[src/rtl/priv_pmp_access_gate.sv]
// Data-side request stage: registers a load/store, checks it against PMP for one
// cycle, then either drives the bus or raises a precise access fault.
//
// state  | meaning
// -------+------------------------------------------------------------
// IDLE   | no request held; accepts req_ren|req_wen
// CHECK  | captured request presented to the PMP checker for one cycle
// ACCESS | bus transaction in flight, timeout counter running
// FAULT  | access fault presented to the exception logic until ack/flush
module priv_pmp_access_gate #(
    parameter int TIMEOUT = 256
) (
    input  logic        CLK,
    input  logic        nRST,

    input  logic [31:0] req_addr,
    input  logic        req_ren,
    input  logic        req_wen,
    input  logic [31:0] req_wdata,
    input  logic [3:0]  req_byte_en,
    output logic        req_busy,
    output logic [31:0] req_rdata,
    input  logic        flush,

    output logic [31:0] pmp_daddr,
    output logic        pmp_ren,
    output logic        pmp_wen,
    input  logic        pmp_l_fault,
    input  logic        pmp_s_fault,

    output logic [31:0] bus_addr,
    output logic        bus_ren,
    output logic        bus_wen,
    output logic [31:0] bus_wdata,
    output logic [3:0]  bus_byte_en,
    input  logic        bus_busy,
    input  logic [31:0] bus_rdata,

    output logic        fault_valid,
    output logic        fault_store,
    output logic        fault_timeout,
    output logic [31:0] fault_addr,
    input  logic        fault_ack
);

    localparam int CW = (TIMEOUT < 1) ? 1 : $clog2(TIMEOUT + 1);
    localparam logic [CW-1:0] CNT_LAST = CW'((TIMEOUT > 0) ? TIMEOUT - 1 : 0);
    localparam logic [CW-1:0] CNT_MAX  = {CW{1'b1}};

    typedef enum logic [1:0] {
        IDLE   = 2'd0,
        CHECK  = 2'd1,
        ACCESS = 2'd2,
        FAULT  = 2'd3
    } state_t;

    state_t        state_q, state_d;
    logic [31:0]   addr_q, addr_d;
    logic [31:0]   wdata_q, wdata_d;
    logic [3:0]    be_q, be_d;
    logic          ren_q, ren_d;
    logic          wen_q, wen_d;
    logic [CW-1:0] cnt_q, cnt_d;
    logic          drop_q, drop_d;
    logic          flt_store_q, flt_store_d;
    logic          flt_tmo_q, flt_tmo_d;
    logic [31:0]   flt_addr_q, flt_addr_d;

    logic req_any;
    logic pmp_hit;
    logic dropping;
    logic timed_out;

    assign req_any   = req_ren | req_wen;
    assign pmp_hit   = pmp_l_fault | pmp_s_fault;
    assign dropping  = drop_q | flush;
    assign timed_out = (TIMEOUT != 0) && bus_busy && (cnt_q == CNT_LAST);

    always_ff @(posedge CLK or negedge nRST) begin
        if (!nRST) begin
            state_q     <= IDLE;
            addr_q      <= '0;
            wdata_q     <= '0;
            be_q        <= '0;
            ren_q       <= 1'b0;
            wen_q       <= 1'b0;
            cnt_q       <= '0;
            drop_q      <= 1'b0;
            flt_store_q <= 1'b0;
            flt_tmo_q   <= 1'b0;
            flt_addr_q  <= '0;
        end else begin
            state_q     <= state_d;
            addr_q      <= addr_d;
            wdata_q     <= wdata_d;
            be_q        <= be_d;
            ren_q       <= ren_d;
            wen_q       <= wen_d;
            cnt_q       <= cnt_d;
            drop_q      <= drop_d;
            flt_store_q <= flt_store_d;
            flt_tmo_q   <= flt_tmo_d;
            flt_addr_q  <= flt_addr_d;
        end
    end

    always_comb begin
        state_d     = state_q;
        addr_d      = addr_q;
        wdata_d     = wdata_q;
        be_d        = be_q;
        ren_d       = ren_q;
        wen_d       = wen_q;
        cnt_d       = cnt_q;
        drop_d      = drop_q;
        flt_store_d = flt_store_q;
        flt_tmo_d   = flt_tmo_q;
        flt_addr_d  = flt_addr_q;

        case (state_q)
            IDLE: begin
                if (!flush && req_any) begin
                    state_d = CHECK;
                    addr_d  = req_addr;
                    wdata_d = req_wdata;
                    be_d    = req_byte_en;
                    // a simultaneous load+store is handled as a store
                    ren_d   = req_ren & ~req_wen;
                    wen_d   = req_wen;
                end
            end

            CHECK: begin
                drop_d = 1'b0;
                if (flush) begin
                    state_d = IDLE;
                end else if (pmp_hit) begin
                    state_d     = FAULT;
                    flt_store_d = wen_q;
                    flt_addr_d  = addr_q;
                    flt_tmo_d   = 1'b0;
                end else begin
                    state_d = ACCESS;
                    cnt_d   = '0;
                end
            end

            ACCESS: begin
                if (flush) begin
                    drop_d = 1'b1;
                end
                if (bus_busy && (cnt_q != CNT_MAX)) begin
                    cnt_d = cnt_q + CW'(1);
                end
                if (!bus_busy) begin
                    state_d = IDLE;
                    drop_d  = 1'b0;
                end else if (timed_out) begin
                    drop_d = 1'b0;
                    // a flushed request has no one left to take the fault
                    if (dropping) begin
                        state_d = IDLE;
                    end else begin
                        state_d     = FAULT;
                        flt_store_d = wen_q;
                        flt_addr_d  = addr_q;
                        flt_tmo_d   = 1'b1;
                    end
                end
            end

            FAULT: begin
                if (flush || fault_ack) begin
                    state_d     = IDLE;
                    flt_store_d = 1'b0;
                    flt_tmo_d   = 1'b0;
                    flt_addr_d  = '0;
                end
            end

            default: begin
                state_d = IDLE;
            end
        endcase
    end

    always_comb begin
        req_busy      = 1'b0;
        req_rdata     = '0;
        pmp_daddr     = '0;
        pmp_ren       = 1'b0;
        pmp_wen       = 1'b0;
        bus_addr      = '0;
        bus_ren       = 1'b0;
        bus_wen       = 1'b0;
        bus_wdata     = '0;
        bus_byte_en   = '0;
        fault_valid   = 1'b0;
        fault_store   = 1'b0;
        fault_timeout = 1'b0;
        fault_addr    = '0;

        case (state_q)
            IDLE: begin
                req_busy = req_any;
            end

            CHECK: begin
                req_busy  = 1'b1;
                pmp_daddr = addr_q;
                pmp_ren   = ren_q;
                pmp_wen   = wen_q;
            end

            ACCESS: begin
                bus_addr    = addr_q;
                bus_ren     = ren_q;
                bus_wen     = wen_q;
                bus_wdata   = wdata_q;
                bus_byte_en = be_q;
                req_busy    = bus_busy;
                if (!bus_busy && !dropping) begin
                    req_rdata = bus_rdata;
                end
            end

            FAULT: begin
                fault_valid   = 1'b1;
                fault_store   = flt_store_q;
                fault_timeout = flt_tmo_q;
                fault_addr    = flt_addr_q;
                req_busy      = ~(fault_ack & ~flush);
            end

            default: begin
                req_busy = 1'b0;
            end
        endcase
    end

endmodule
[config.mk]
export PLATFORM = sky130hd
export DESIGN_NAME = priv_pmp_access_gate
export DESIGN_NICKNAME = d
export VERILOG_FILES = /design/src/rtl/priv_pmp_access_gate.sv
export SDC_FILE = /design/constraint.sdc
export NUM_CORES = 1
export LEC_CHECK = 0
export CELL_PAD_IN_SITES_DETAIL_PLACEMENT = 1
export CELL_PAD_IN_SITES_GLOBAL_PLACEMENT = 1
export CORE_ASPECT_RATIO = 0.5
export CORE_MARGIN = 4
export CORE_UTILIZATION = 34
export CTS_BUF_LIST = sky130_fd_sc_hd__clkbuf_2 sky130_fd_sc_hd__clkbuf_4 sky130_fd_sc_hd__clkbuf_8
export DETAILED_ROUTE_END_ITERATION = 6
export GPL_TIMING_DRIVEN = 0
export PLACE_DENSITY_LB_ADDON = 0.1
export SYNTH_ARGS = -nofsm -noshare
export SYNTH_HDL_FRONTEND = slang
export SYNTH_SLANG_ARGS = --single-unit
[constraint.sdc]
create_clock -name CLK -period 5.8 [get_ports CLK]
set_clock_uncertainty 0.1 [all_clocks]
set_input_delay 0.58 -clock CLK [delete_from_list [all_inputs] [get_ports CLK]]
set_output_delay 0.58 -clock CLK [all_outputs]
set_load 0.005 [all_outputs]
==> impl_results.md, run 1 <==
* Outcome: complete, no violations
* Area of the multi-input gates at between 2000 and 3000 um^2
* Post-Synthesis Cell Area at between 6000 and 7000 um^2
* Post-synthesis simple-gate area fraction at around a quarter
* Drt pass-1 iters at 4
* Pleak at 0.003957 uW
* Setup repair after global routing missed its margin: no
* Die W at 196.7 um
* Fraction of layout cells with a size suffix above 1 at 17.46%
* Setup crit start kind: flip-flop
* Die H at 102.4 um
* Pwr/cell area at 421.2 nW/um^2
* Overall routed net length at 20.26 mm
* Clk_lat worst skew at 420 ps
* Synth Area in Compound Gates at 2.646%
* Rows at 34
* Routed len/inst at between 15 and 20 um
* Area delta synth->final at 59.22%
* CTS tree: done
* Yosys top cell area share at a little under half
* IO Pins at 281
* Antenna violations before repair at 0
* Post-Syn Instances at about 550
* Syn Area/Cell at 11.09 um^2
* Post-synthesis mux area share at 19.31%
* Register area at 2903 um^2
* Via density at 4.650
* Synth warnings at 0
* Worst Max-Slew Pin Slew at ~1000 ps
* Number of global-route vias before repair at between 5000 and 6000
* Distinct cells, synth at 39
* Final period util at between 70% and 80%
* Fmax at approximately 240 MHz
* Residual DRC at 0
* Synth Register Bits at 116
* Pwr Total at 4059 uW
* Synth Area in XOR/XNOR at 0.1447%
* Max cap viols at 0
* Synth top area cells: dfrtp_1 48%, mux2_2 19%, and2_1 18%, nor2b_1 3.5%, ha_1 1.7%
* First-pass GRT wire length at 30.88 mm
* Rel. slew slack at a little under a third
* Post-CTS Resized at 0
* Worst Path Arrival at 3510 ps
* Worst EP required at 5120 ps
* Htree depth at 4
* Worst Hold Class: flip-flop to flip-flop
* Largest net degree at the start of global routing at 75
* Filler cell count at 1886
* R2r startpoint: cnt_q[0]
* Reg clk slew, reported paths at 70 ps
* Final core occ at 55.39%
* Final Hold Viols at 0
* Share of the yosys chip area belonging to registers at 47.95%
* Post-Synth Adder-Cell Area at between 1.5 and 2%
* Syn_nets at 663
* DIE AREA at 20130 um^2
* Ant. Diodes at 0
* Initial Utilization at 34.79%
* HP Start: flt_addr_q[6]
* Final Max Slew Viols at 0
* Final nets at 964
* Synth area leader: dfrtp_1
* DR iter-0 viols at approximately 120
* Bufs on Longest Clock Path at 2
* Global route overflow at 0
* Placer Congestion at 0.7929
* Hpwl dp at 15.68 mm
* TritonCTS buffer count at 17
* Overall Global Routing Usage at 19.81%
* Root buf cell: clkbuf_8
* Final Setup Violations at 0
* Core area at 17400 um^2
* Port Buf Inserts at 280
* Final min period at 4186 ps
* CP startpoint: state_q[0]
* Worst Path Max Fanout at 10
* # clock sinks at 116
* Critical Path End Type: output pin
* Detailed-route via count at 5082
* Post-route ant nets at 0
* WS Path Type: flip-flop to output pin
* Peak supply drop at around 0.16 mV
* Largest family of logic cells by synthesized area: simple AND/OR/NAND/NOR gates
[power by group]
| group | total, uW | switching (uW) | internal (uW) |
|---|---|---|---|
| clock | 867 | 353 | 514 |
| sequential | 1440 | 233 | 1200 |
| combinational | 1760 | 677 | 1080 |
[synth_stat cells]
| cell | number |
|---|---|
| nor2b_1 | 34 |
| xnor2_1 | 1 |
| nor3b_1 | 1 |
| o31a_1 | 1 |
| and4bb_2 | 1 |
| and3_1 | 3 |
| a31oi_1 | 1 |
| mux2i_1 | 2 |
| clkbuf_1 | 24 |
| o21bai_1 | 2 |
| buf_4 | 3 |
| a32oi_1 | 1 |
| buf_2 | 8 |
| a21boi_2 | 1 |
| buf_6 | 1 |
| ha_1 | 8 |
| nor4_1 | 1 |
| nand2b_1 | 5 |
| nor2_1 | 10 |
| and2_1 | 170 |
| or3_1 | 2 |
| o311ai_0 | 1 |
| or4_1 | 1 |
| o31ai_1 | 1 |
| a211oi_1 | 2 |
| a21o_1 | 1 |
| or3b_2 | 1 |
| dfrtp_1 | 116 |
| nor4b_1 | 1 |
| nor3_1 | 2 |
| o221ai_1 | 1 |
| nand2_1 | 13 |
| a21oi_1 | 4 |
| nand3b_1 | 3 |
| o21a_1 | 1 |
| nand3_1 | 5 |
| o21ai_0 | 7 |
| mux2_2 | 102 |
| inv_1 | 4 |
[layout by cell type (no fill, tap or decap), types with 3 or more instances in the layout]
master / n
nand3_1: 5
nand2b_1: 5
nand2_1: 13
ha_1: 8
clkbuf_8: 17
clkinv_4: 3
dfrtp_1: 116
a21oi_1: 4
clkinvlp_4: 3
nor2_1: 10
mux2_2: 102
inv_1: 4
nor2b_1: 34
clkdlybuf4s50_1: 279
nand3b_1: 3
and3_1: 3
and2_1: 170
buf_2: 8
o21ai_0: 7
buf_4: 3
bufinv_16: 5
clkbuf_1: 24
[worst paths after layout]
path	endpoint	slack (ps)	cells past startpoint
hold reg to reg	flt_addr_q[6]	400	1
hold / removal	flt_addr_q[6]	400	1
setup / recovery	req_rdata[12]	1610	7
setup reg to reg	flt_addr_q[5]	3230	8
min in group asynchronous	flt_addr_q[15]	530	2
max in group asynchronous	cnt_q[1]	4320	3
[cells by family after synthesis]
group | count (synthesis)
multiplexers | 104
XOR/XNOR | 1
AO/OA/AOI/OAI | 24
AND/OR/NAND/NOR | 253
flip-flops | 116
adder cells (fa/ha/maj) | 8
buffers and inverters | 40
[through the flow]
step	cells	setup WS [ps]	TNS, ps	hold WS, ps	instance area, um^2
final	1093	1614	0	402.0	9638
after floorplan	546	3414	0	184.4	6053
after detailed placement	1061	1758	0	386.2	9178
after CTS	1093	1477	0	403.0	9638
after global placement	1060	-868.7	-99020	379.3	9149
after global routing	1093	1264	0	413.7	9638
[area by class of cell]
class / instances / share of cell area (%)
multi-input cells: 390 / 30.83
flip-flops and latches: 116 / 30.12
repair buffers: 282 / 29.48
well taps: 234 / 3.038
clock buffers: 18 / 2.506
clock inverters: 13 / 2.168
plain buffers: 36 / 1.701
inverters: 4 / 0.1558
[state kept, by name (all words and copies together) (netlist names)]
signal,cells
flt_store_q,1
flt_tmo_q,1
wdata_q,32
wen_q,1
be_q,4
drop_q,1
addr_q,32
flt_addr_q,32
state_q,2
ren_q,1
cnt_q,9
[what timing repair did]
action / 4_1_cts / 5_1_grt
hold buffers: 1 / 0
setup buffers: 0 / 0
hold endpoints to repair: 42 / 0
[critical path: stages, from the launching register on]
cell and delay, ps:
dfrtp_1 410, inv_1 140, ha_1 280, buf_2 260
nor4b_1 860, clkbuf_1 380, and2_1 180, clkdlybuf4s50_1 570
[metal layers]
metal	vias up	global-route usage, %	share of wire, %
li1	2396	-	-
met1	2514	23.53	42
met2	152	36.08	51
met3	20	5.632	6.0
met4	0	4.846	1.2
met5	-	0	0
Power figures use the tool's default switching activity.
==> run 2: changes to the inputs <==
Settings changed: CORE_UTILIZATION 34 to 29.
Clock period 5.8 ns to 3.4 ns, I/O delays scaled along.
==> impl_results.md, run 2 (same netlist as run 1, synthesis figures left out) <==
* Initial Utilization at 29.52% (-5.3 points)
* Rel. slew slack at 58.77% (+28 points)
* Die H at 110.2 um (+7.6%)
* Net Switching at 2140 uW (+69%)
* Port Buf Inserts at 280 (unchanged)
* DR iter-0 viols at 199 (+67%)
* CP peak stage delay at 500 ps (-360 ps)
* Setup TNS at 0 ps (unchanged)
* Worst Hold Class: input pin to asynchronous set/reset pin
* DIE AREA at 23390 um^2 (+16%)
* Drt pass-1 iters at 4 (unchanged)
* First-pass GRT wire length at 31.05 mm (+0.56%)
* CP max-delay cell: clkdlybuf4s50_1
* R2r startpoint: cnt_q[2]
* Residual DRC at 0 (unchanged)
* Critical Path End Type: output pin
* Area delta synth->final at 61.58%
* Hpwl dp at 15.61 mm (-0.49%)
* Die W at 212.3 um (+7.9%)
* Fraction of layout cells with a size suffix above 1 at 19.40% (+1.9 points)
* Final nets at 965 (+0.10%)
* Cell family with most CP delay: buffers and inverters
* Final period util at 95.10%
* Int Pwr at 4936 uW (+76%)
* Worst Path Max Fanout at 10 (unchanged)
* Overall Global Routing Usage at 17.27% (-2.5 points)
* Number of global-route vias before repair at 5488 (-1.5%)
* IO Pins at 281 (unchanged)
* Part of the power in registers at 34.5% (-0.9 points)
* Pwr Total at 7076 uW (+74%)
* Final Max Slew Viols at 0 (unchanged)
* Routed len/inst at 18.04 um (-2.7%)
* TritonCTS buffer count at 17 (unchanged)
* Crit path cell chain: inv_1, ha_1, clkbuf_2, clkbuf_1, and2_1, clkdlybuf4s50_1
* Clk pwr share at 22.8% (+1.4 points)
* Clk_lat worst skew at 440 ps (+20 ps)
* Bufs on Longest Clock Path at 2 (unchanged)
* Worst EP required at 2960 ps (-2160 ps)
* Max cap viols at 0 (unchanged)
* Placer Congestion at 0.7646 (-3.6%)
* Buf/Inv on CP at 4 (unchanged)
* Reg clk slew, reported paths at 80 ps (about the same)
* Fin area at 9781 um^2 (+1.5%)
* Worst Path Arrival at 2790 ps (-720 ps)
* CTS tree: done
* Rows at 37 (+8.8%)
* Fmax at 309.3 MHz
* Largest net degree at the start of global routing at 84 (+12%)
* Pleak at 0.004040 uW (+2.1%)
* Commonest non-fill, non-tap cell in the layout: clkdlybuf4s50_1
* Via density at 4.479 (-3.7%)
* Final Setup Violations at 0 (unchanged)
* Ant. Diodes at 0 (unchanged)
* R2R Setup Slk at 810 ps (-2420 ps)
* Dpl cell area at 9226 um^2 (+0.53%)
* Setup crit start kind: flip-flop
* Root buf cell: clkbuf_8
* Outcome: complete, no violations
* Peak supply drop at 0.2507 mV (+53%)
* Final Hold Viols at 0 (unchanged)
* Most frequent cells in the layout: 279 x clkdlybuf4s50_1, 170 x and2_1, 116 x dfrtp_1, 102 x mux2_2, 34 x nor2b_1
* Post-route ant nets at 0 (unchanged)
* Crit Reg-Reg Endpoint: cnt_q[7]
* Worst Max-Slew Pin Slew at 612.8 ps (-418.2 ps)
* # clock sinks at 116 (unchanged)
* Htree depth at 4 (unchanged)
* Antenna violations before repair at 0 (unchanged)
* WS Path Type: flip-flop to output pin
* Overall routed net length at 20.46 mm (+0.98%)
* R2R depth at 8 (unchanged)
* Detailed-route via count at 5079 (-0.059%)
* Top Registers: addr_q: 32 flops, flt_addr_q: 32 flops, wdata_q: 32 flops
* Comb power frac at 42.7% (-0.6 points)
* Global route overflow at 0 (unchanged)
* Final min period at 3233 ps
* Setup repair after global routing missed its margin: no
* Pwr/cell area at 723.4 nW/um^2 (+72%)
* Sw Share at 30.25% (-0.87 points)
* Filler cell count at 2234 (+18%)
* Core area at 20510 um^2 (+18%)
==> run 2: cell types whose count changed in the layout (fill, tap and decap cells not counted), moves of 2 or more <==
| cell | previous run | this run |
|---|---|---|
| clkbuf_1 | 24 | 11 |
| clkbuf_2 | 0 | 10 |
| clkbuf_4 | 1 | 6 |
| clkbuf_8 | 17 | 20 |
| clkinv_4 | 3 | 0 |
| clkinvlp_4 | 3 | 1 |
==> run 2: layer usage <==
| layer | global-route usage [%] | wire [um] |
|---|---|---|
| met1 | 21.91 | 9052 |
| met2 | 29.23 | 9987 |
| met3 | 5.711 | 1256 |
| met4 | 3.445 | 163 |
| met5 | 0 | 0 |
==> run 2: metrics by stage <==
stage          hold slack, ps  util [%]  setup WS, ps  instances
5_1_grt                 263.6     47.69         6.852       1134
4_1_cts                 231.9     47.62         19.27       1134
6_report                253.3     47.69         166.6       1134
2_1_floorplan          -55.59         -          1084        546
3_5_place_dp            156.6     44.99        -68.62       1100
3_3_place_gp            376.4     44.85         -3157       1099
==> run 2: cell type report <==
| type | instances | area (um^2) | area share [%] |
|---|---|---|---|
| buffer | 36 | 187.7 | 1.919 |
| timing repair buffer | 283 | 2849 | 29.13 |
| multi-input combinational | 390 | 2989 | 30.56 |
| tap | 273 | 341.6 | 3.492 |
| inverter | 4 | 15.01 | 0.1535 |
| sequential | 116 | 2903 | 29.68 |
| clock inverter | 9 | 197.7 | 2.021 |
| clock buffer | 23 | 297.8 | 3.045 |
==> run 2: power by group through the flow <==
stage	clock, uW	combinational, uW	sequential (uW)
2_1_floorplan	0	1740	2310
5_1_grt	1720	3320	2550
4_1_cts	1660	3090	2450
6_report	1610	3020	2440
3_3_place_gp	0	2980	2440
3_5_place_dp	0	3070	2470
==> run 2: how the worst max path moves through the flow <==
stage / start / depth (start not counted) / to
6_report: state_q[1] / 6 / pmp_daddr[13]
5_1_grt: state_q[1] / 6 / pmp_daddr[11]
4_1_cts: state_q[0] / 7 / bus_byte_en[2]
3_5_place_dp: state_q[0] / 7 / req_rdata[22]
3_3_place_gp: nRST / 1 / wdata_q[20]
2_1_floorplan: cnt_q[0] / 8 / cnt_q[7]
==> run 2: worst register-to-register path: stages (launching register included) <==
cell and delay [ps]:
dfrtp_1 430, and3_1 210, and3_1 210, and3_1 210, ha_1 170, nand3b_1 180, a21o_1 280, or4_1 530
a21oi_1 170
==> run 2: what timing repair did <==
action                                  in CTS  in global routing
endpoints found under the setup margin     112                 97
hold endpoints to repair                    33                  0
gates resized for setup                     11                 15
hold buffers                                 1                  0
pin swaps                                    0                  0
gates cloned                                 0                  0
setup buffers                                1                  0
==> run 3: changes to the inputs <==
Settings changed: ABC_AREA set to 1, CORE_UTILIZATION 29 to 26.
==> impl_results.md, run 3 <==
* Outcome: complete, no violations
* Post-Place Cells at 1533 (+39%)
* Number of global-route vias before repair at 7369 (+34%)
* Rel. slew slack at 51.11% (-7.7 points)
* CTS tree: done
* Worst EP required at 2960 ps (about the same)
* Setup crit start kind: flip-flop
* CP startpoint: state_q[0]
* Filler cell count at 3020 (+35%)
* Post-synthesis mux area share at 0% (-19 points)
* Setup TNS at 0 ps (unchanged)
* Synth async-reset ratio at 100.0% (unchanged)
* Hold_ws at 247.5 ps (-5.785 ps)
* Antenna violations before repair at 0 (unchanged)
* Worst Path Max Fanout at 10 (unchanged)
* Worst Hold Class: input pin to asynchronous set/reset pin
* Commonest non-fill, non-tap cell in the layout: nand2_1
* Final min period at 3150 ps (-83.66 ps)
* WS Path Type: flip-flop to output pin
* Global route overflow at 0 (unchanged)
* Final nets at 1355 (+40%)
* Final period util at 92.64% (-2.5 points)
* Post-synth top cells: 369 x nand2_1, 223 x inv_1, 116 x dfrtp_1
* Synth warnings at 0 (unchanged)
* Peak supply drop at 0.2567 mV (+2.4%)
* TritonCTS buffer count at 17 (unchanged)
* Die H at 118.4 um (+7.5%)
* Final Max Slew Viols at 0 (unchanged)
* Crit path cell chain: inv_1, ha_1, buf_4, inv_1, nor2_1, nand2_1, clkbuf_2, nor2_1, clkdlybuf4s50_1
* Post-Syn Instances at 937 (+72%)
* R2R depth at 13 (+5)
* Area delta synth->final at 57.98%
* Drt pass-1 iters at 4 (unchanged)
* Post-synth top flop: dfrtp_1
* Clk_lat worst skew at 430 ps (about the same)
* Yosys top cell area share at 45.77% (-2.2 points)
* Setup repair after global routing missed its margin: no
* Top-count cell post-synth: nand2_1
* Largest family of logic cells by synthesized area: simple AND/OR/NAND/NOR gates
* Critical Path End Type: output pin
* Rows at 40 (+8.1%)
* Most frequent cells in the layout: 369 x nand2_1, 279 x clkdlybuf4s50_1, 223 x inv_1, 116 x dfrtp_1, 67 x o21ai_0
* CP max-delay cell: clkdlybuf4s50_1
* Fmax at 317.5 MHz (+2.7%)
* Post-route ant nets at 0 (unchanged)
* Routed len/inst at 15.65 um (-13%)
* Post-Synth Adder-Cell Area at 1.578% (-0.075 points)
* Fraction of layout cells with a size suffix above 1 at 7.834% (-12 points)
* Residual DRC at 0 (unchanged)
* R2r startpoint: cnt_q[0]
* Post-Layout Cell Count at 1566 (+38%)
* Core area at 23970 um^2 (+17%)
* Final Setup Violations at 0 (unchanged)
* Largest net degree at the start of global routing at 87 (+3.6%)
* Max cap viols at 0 (unchanged)
* Pwr Total at 6881 uW (-2.8%)
* Synth Area in Compound Gates at 6.668% (+4.0 points)
* CP peak stage delay at 570 ps (+70 ps)
* Port Buf Inserts at 280 (unchanged)
* First-pass GRT wire length at 39.97 mm (+29%)
* R2R Setup Slk at 1110 ps (+300 ps)
* Cell family with most CP delay: buffers and inverters
* # clock sinks at 116 (unchanged)
* Htree depth at 4 (unchanged)
* # Post-CTS Setup Buffers at 0 (-1)
* Bufs on Longest Clock Path at 2 (unchanged)
* Root buf cell: clkbuf_8
* Worst slack, placed at 478.8 ps (+547.5 ps)
* DR iter-0 viols at 390 (+96%)
* CP Capture Point: req_rdata[14]
* Final worst slack at 250.3 ps (+83.66 ps)
* Detailed-route via count at 6653 (+31%)
* Number of synthesized flops with an enable pin at 0 (unchanged)
* Pwr/cell area at 686.8 nW/um^2 (-5.1%)
* Synth area leader: dfrtp_1
* Synth Area in XOR/XNOR at 0% (-0.14 points)
* Overall routed net length at 24.51 mm (+20%)
* Post-Synthesis Cell Area at 6342 um^2 (+4.8%)
* Hpwl dp at 19.17 mm (+23%)
* Overall Global Routing Usage at 18.48% (+1.2 points)
* Pleak at 0.005641 uW (+40%)
* Stages on the worst setup path at 9 (+3)
* Reg clk slew, reported paths at 80 ps (about the same)
* DIE AREA at 27110 um^2 (+16%)
* Share of the yosys chip area belonging to registers at 45.77% (-2.2 points)
* Worst Max-Slew Pin Slew at 733.4 ps (+120.6 ps)
* Ant. Diodes at 0 (unchanged)
* Synth top area cells: dfrtp_1 46%, nand2_1 22%, inv_1 13%, o21ai_0 5.3%, or2_2 3.1%
* Crit Reg-Reg Endpoint: flt_addr_q[26]
* Die W at 228.9 um (+7.8%)
* Worst Path Arrival at 2710 ps (-80 ps)
* Syn Area/Cell at 6.769 um^2 (-39%)
* Via density at 4.248 (-5.1%)
* Placer Congestion at 0.8098 (+5.9%)
* IO Pins at 281 (unchanged)
* Initial Utilization at 26.46% (-3.1 points)
* Final Hold Viols at 0 (unchanged)
* Buf/Inv on CP at 5 (+1)
* Distinct cells, synth at 23 (-41%)
* Syn_nets at 1054 (+59%)
* Top Registers: addr_q: 32 flops, flt_addr_q: 32 flops, wdata_q: 32 flops
* Post-synthesis simple-gate area fraction at 29.24% (+3.9 points)
* Synth Register Bits at 116 (unchanged)
run 3: cell count changes after synthesis, moves of 36 or more:
cell / previous run / this run
inv_1: 4 / 223
o21ai_0: 7 / 67
nand2_1: 13 / 369
nor2_1: 10 / 46
mux2_2: 102 / 0
and2_1: 170 / 0
run 3: logic make-up after synthesis:
kind of cell	after synthesis
buffers and inverters	268
and+or+nand+nor	463
DFF	116
AOI/OAI and AO/OA	82
adders and majority gates	8
run 3: cell type report:
type,count,area [um^2],share of cell area [%]
plain buffers,45,231.5,2.310
clock inverters,13,180.2,1.798
flip-flops and latches,116,2903,28.97
multi-input cells,553,2377,23.73
well taps,315,394.1,3.934
repair buffers,282,2841,28.36
inverters,223,837.1,8.354
clock buffers,19,255.2,2.547
run 3: metal layers:
metal | up-vias | share of wire, % | track usage, %
met4 | 0 | 0.93 | 3.455
met5 | - | 0 | 0
met3 | 17 | 6.0 | 5.636
met2 | 157 | 50 | 32.56
met1 | 3205 | 43 | 22.58
li1 | 3274 | - | -
run 3: worst min-delay path by stage:
stage / start / to / slack, ps
6_report: nRST / flt_addr_q[13] / 250
5_1_grt: nRST / flt_addr_q[14] / 260
4_1_cts: nRST / flt_addr_q[21] / 230
3_5_place_dp: nRST / flt_addr_q[13] / 150
3_3_place_gp: wdata_q[24] / wdata_q[24] / 360
2_1_floorplan: nRST / addr_q[0] / -60
run 3: timing repair:
item                                    in CTS  in global routing
hold endpoints to repair                    30                  0
resized for setup                            1                  6
endpoints found under the setup margin       3                 20
hold buffers                                 1                  0
pin swaps                                    0                  0
run 3: power breakdown:
group | internal [uW] | switching (uW) | leakage (uW)
Sequential | 1990 | 392 | 0.00146
Clock | 824 | 623 | 0.000215
Combinational | 1400 | 1660 | 0.00396
run 3: per-stage QoR:
| stage | cell area [um^2] | utilization, % |
|---|---|---|
| floorplan | 6342 | - |
| CTS | 10010 | 41.77 |
| global placement | 9539 | 39.79 |
| finish | 10020 | 41.80 |
| detailed placement | 9568 | 39.91 |
| global route | 10020 | 41.80 |
run 3: worst reg2reg max path, delay by kind of cell, from the launching register on:
| family | cells | cell delay, ps |
|---|---|---|
| buf+inv | 3 | 470 |
| simple gates | 7 | 750 |
| fa+ha+maj | 2 | 380 |
| flops | 1 | 380 |
| compound gates | 1 | 90 |
